$ cat config.mk
export PLATFORM = sky130hd
export DESIGN_NAME = comparador_bist
export DESIGN_NICKNAME = d
export VERILOG_FILES = /design/src/rtl/comparador_bist.sv
export SDC_FILE = /design/constraint.sdc
export NUM_CORES = 1
export LEC_CHECK = 0
export CAP_MARGIN = 40
export CORE_ASPECT_RATIO = 0.6
export CORE_MARGIN = 5
export CORE_UTILIZATION = 55
export CTS_CLUSTER_DIAMETER = 120
export DETAILED_ROUTE_END_ITERATION = 8
export GPL_TIMING_DRIVEN = 0
export PLACE_DENSITY = 0.82
export SYNTH_ARGS = -nofsm -noshare
export SYNTH_HDL_FRONTEND = slang
export SYNTH_SLANG_ARGS = --single-unit
$ cat constraint.sdc
create_clock -name clk -period 5.3 [get_ports clk]
set_input_delay 0.795 -clock clk [delete_from_list [all_inputs] [get_ports clk]]
set_output_delay 0.795 -clock clk [all_outputs]
set_load 0.03 [all_outputs]
$ cat src/rtl/comparador_bist.sv
// comparador_bist: exhaustive built-in self-test sequencer for a WIDTH-bit equality comparator.
// Optional feature macro: STOP_ON_FAIL_EN (halt on the first mismatching vector).
`default_nettype none

module comparador_bist #(
  parameter int WIDTH  = 4,
  parameter int SETTLE = 1
) (
  input  logic                 clk,
  input  logic                 rst_n,
  input  logic                 start,
  output logic [WIDTH-1:0]     A_out,
  output logic [WIDTH-1:0]     B_out,
  input  logic                 q_in,
  output logic                 busy,
  output logic                 done,
  output logic                 pass,
  output logic [2*WIDTH:0]     err_count
);

  localparam int IW = 2 * WIDTH;
  localparam int SW = (SETTLE > 1) ? $clog2(SETTLE) : 1;
  localparam logic [IW:0]   ERR_MAX     = {1'b1, {IW{1'b0}}};
  localparam logic [SW-1:0] SETTLE_LAST = SW'(SETTLE - 1);

  typedef enum logic [1:0] {IDLE, APPLY, CHECK, DONE} state_t;

  state_t        state, state_n;
  logic [IW-1:0] idx, idx_n;
  logic [SW-1:0] cnt, cnt_n;
  logic [IW:0]   err_n, err_chk;
  logic          busy_n, done_n, pass_n;
  logic          expected, mismatch, finish;

  // Operands come straight from the registered vector index, so they are registered too.
  assign A_out = idx[IW-1:WIDTH];
  assign B_out = idx[WIDTH-1:0];

  always_ff @(posedge clk or negedge rst_n) begin
    if (!rst_n) begin
      state     <= IDLE;
      idx       <= '0;
      cnt       <= '0;
      err_count <= '0;
      busy      <= 1'b0;
      done      <= 1'b0;
      pass      <= 1'b0;
    end else begin
      state     <= state_n;
      idx       <= idx_n;
      cnt       <= cnt_n;
      err_count <= err_n;
      busy      <= busy_n;
      done      <= done_n;
      pass      <= pass_n;
    end
  end

  always_comb begin
    state_n  = state;
    idx_n    = idx;
    cnt_n    = cnt;
    err_n    = err_count;
    busy_n   = busy;
    done_n   = done;
    pass_n   = pass;
    finish   = 1'b0;
    expected = (A_out == B_out);
    mismatch = (q_in != expected);
    err_chk  = err_count;
    if (mismatch && (err_count != ERR_MAX)) begin
      err_chk = err_count + 1'b1;
    end

    case (state)
      IDLE, DONE: begin
        if (start) begin
          state_n = APPLY;
          idx_n   = '0;
          cnt_n   = '0;
          err_n   = '0;
          busy_n  = 1'b1;
          done_n  = 1'b0;
          pass_n  = 1'b0;
        end
      end
      APPLY: begin
        if (cnt == SETTLE_LAST) begin
          state_n = CHECK;
          cnt_n   = '0;
        end else begin
          cnt_n = cnt + 1'b1;
        end
      end
      CHECK: begin
        err_n = err_chk;
`ifdef STOP_ON_FAIL_EN
        if (mismatch) begin
          finish = 1'b1;
        end
`endif
        if (&idx) begin
          finish = 1'b1;
        end
        if (finish) begin
          // idx is left on the last (or failing) vector so A_out/B_out identify it.
          state_n = DONE;
          busy_n  = 1'b0;
          done_n  = 1'b1;
          pass_n  = (err_chk == '0);
        end else begin
          state_n = APPLY;
          idx_n   = idx + 1'b1;
          cnt_n   = '0;
        end
      end
      default: begin
        state_n = IDLE;
      end
    endcase
  end

endmodule

`default_nettype wire

==> results.sh <==
export IMPL_outcome="completed"
export IMPL_tightest_slew_ns=0.576
export IMPL_power_density_nw_per_um2=350
export IMPL_die_x_um=75.3
export IMPL_syn_num_nets=161
export IMPL_drv_cap=0
export IMPL_vias_per_cell=5.97
export IMPL_p_leak_uw=0.000779
export IMPL_post_drt_wl_per_cell_um=16.9
export IMPL_cts_hold_buf=0
export IMPL_coreArea_um2=2470
export IMPL_drt_total_wl_mm=3.55
export IMPL_ir_worst_vdd_mv=0.237
export IMPL_start_util_pct=57.0
export IMPL_ys_seq_area_share_pct=39.1
export IMPL_grt_setup_unrepaired="false"
export IMPL_drc=0
export IMPL_fin_area_um2=1750
export IMPL_drive_above_1_share_pct=8.99
export IMPL_track_usage_pct=20.7
export IMPL_multi_input_area_um2=801
export IMPL_critPathArrivalTime_ns=2.59
export IMPL_syn_inst=151
export IMPL_antenna_found_initial=0
export IMPL_insertion_delay_ns=0.27
export IMPL_synth_edf_count=0
export IMPL_grt_pass1_wl_mm=5.89
export IMPL_ys_types=42
export IMPL_final_cell_mix="clkdlybuf4s50_1 (23), dfrtp_1 (22), nor2_1 (15)"
export IMPL_cts_resized=0
export IMPL_cts_tree="done"
export IMPL_layout_setup_ws_ns=2.85
export IMPL_fmax_mhz=409
export IMPL_syn2layout_area_growth_pct=24.1
export IMPL_hold_path_class="flip-flop to flip-flop"
export IMPL_final_common_cell="clkdlybuf4s50_1"
export IMPL_dr_first_iter_drc_count=136
export IMPL_cts_sinks=22
export IMPL_post_route_period_util_pct=46.1
export IMPL_post_cts_setup_buffer_count=0
export IMPL_clockBufferDepth=2
export IMPL_clk_pin_slew_ns=0.08
export IMPL_setup_tns_ns=0
export IMPL_cts_inserted_buffers=3
export IMPL_criticalPathCategory="primary input to flip-flop"
export IMPL_skew_ns=0.0101
export IMPL_synthFlopType="dfrtp_1"
export IMPL_fillCellCount=190
export IMPL_h_tree_depth=1
export IMPL_grt_pass1_vias=1232
export IMPL_regArea_um2=551
export IMPL_async_reset_ff_share_pct=100
export IMPL_netlist_area_um2=1410
export IMPL_antenna_cells=0
export IMPL_place_area_um2=1710
export IMPL_root_buffer="clkbuf_8"
export IMPL_dieArea_um2=3700
export IMPL_drv_slew=0
export IMPL_vias=1254
export IMPL_drtPass1Iterations=4
export IMPL_start_kind="primary input"
export IMPL_ant_nets=0
export IMPL_critPathMaxFanout=9
export IMPL_cp_data_required_time_ns=5.44
export IMPL_die_h_um=49.2
export IMPL_final_hold_violation_count=0
export IMPL_setup_viol=0
export IMPL_gp_routability_congestion=0.946
export IMPL_relSlewSlack_pct=60.5
export IMPL_cp_end_kind="flip-flop"
export IMPL_pre_cts_ws_ns=2.59
export IMPL_port_buffer_count=23
export IMPL_yosys_register_bits=22
export IMPL_syn_area_per_cell_um2=9.32
export IMPL_dp_final_hpwl_mm=2.63
export IMPL_grt_ovfl_total=0
export IMPL_fin_nets=190
export IMPL_io_pins=24
export IMPL_post_route_min_period_ns=2.45
export IMPL_num_rows=14
export IMPL_ys_warn_count=0
export IMPL_grt_max_degree=17
## layout make-up
type,count,area share (%)
Inverter,7,1.50
Clock buffer,3,2.36
Timing Repair Buffer,24,14.8
Sequential cell,22,31.5
Buffer,6,1.72
Tap cell,32,2.29
Multi-Input combinational cell,116,45.8
## cell families (layout without fill, tap and decap cells)
group           after synthesis  after routing  synth area share, %
mux                           6              6                 4.53
buf+inv                      13             40                 4.00
simple gates                 55             55                 21.1
compound gates               36             36                 17.9
fa+ha+maj                     6              6                 5.33
xor+xnor                     13             13                 8.09
flops                        22             22                 39.1
## critical path, cell delays in order
cell and delay [ns]:
clkdlybuf4s50_1 0.55, mux2_2 0.25, o41a_1 0.37, and4_2 0.30, nand3_1 0.09, xor2_1 0.16, nor2_1 0.06
## report_power, final
group          internal, µW  switching, µW  total, µW
clock network          50.8           53.0        104
registers               186           23.4        210
logic                   115            183        299
## through the flow
step / util [%] / total power [µW] / hold WS [ns] / std cells
6_report: 70.7 / 612 / 0.485 / 210
5_1_grt: 70.7 / 653 / 0.516 / 210
4_1_cts: 70.7 / 614 / 0.484 / 210
3_5_place_dp: 69.0 / 507 / 0.467 / 207
3_3_place_gp: 67.9 / 486 / 0.462 / 206
2_1_floorplan: - / 415 / 0.499 / 151
## routing by layer
| metal | share of wire (%) | global-route usage [%] | vias to the layer above | routed length [µm] |
|---|---|---|---|---|
| met4 | 0.84 | 5.81 | 0 | 30 |
| met2 | 47 | 31.4 | 43 | 1680 |
| met5 | 0 | 0 | - | 0 |
| met1 | 46 | 28.7 | 604 | 1630 |
| met3 | 5.9 | 5.97 | 5 | 211 |
| li1 | - | - | 602 | - |
## Yosys cell counts (all sizes together), types with 2 or more instances
library cell	count	area (µm²)
a21o	2	15.0
a21oi	6	30.0
a22o	2	18.8
a31oi	2	12.5
a41oi	4	35.0
and2	3	20.0
and3	7	46.3
and4	2	20.0
buf	3	18.8
clkbuf	3	11.3
dfrtp	22	551
ha	6	75.1
inv	7	26.3
mux2	3	33.8
mux2i	3	30.0
nand2	11	41.3
nand3	7	35.0
nand4	4	25.0
nor2	15	56.3
nor4	2	27.5
o21ai	11	55.1
xnor2	3	26.3
xor2	10	87.6
## final timing paths
check                                    startpoint                  endpoint  slack (ns)  cells after the start
max in group asynchronous                     rst_n  err_count[6]$_DFFE_PN0P_        4.05                      2
max                                           start        idx[7]$_DFFE_PN0P_        2.85                      7
min reg2reg                        busy$_DFFE_PN0P_          busy$_DFFE_PN0P_        0.48                      1
min                                busy$_DFFE_PN0P_          busy$_DFFE_PN0P_        0.48                      1
min in group asynchronous                     rst_n        idx[0]$_DFFE_PN0P_        0.83                      1
max reg2reg                err_count[0]$_DFFE_PN0P_          pass$_DFFE_PN0P_        2.97                      8
## sequential cells by signal, summed over array words and instances, names as in the netlist
| register | count |
|---|---|
| err_count | 9 |
| idx | 8 |
| state | 2 |
| busy | 1 |
| done | 1 |
| pass | 1 |
Power figures use the tool's default switching activity.
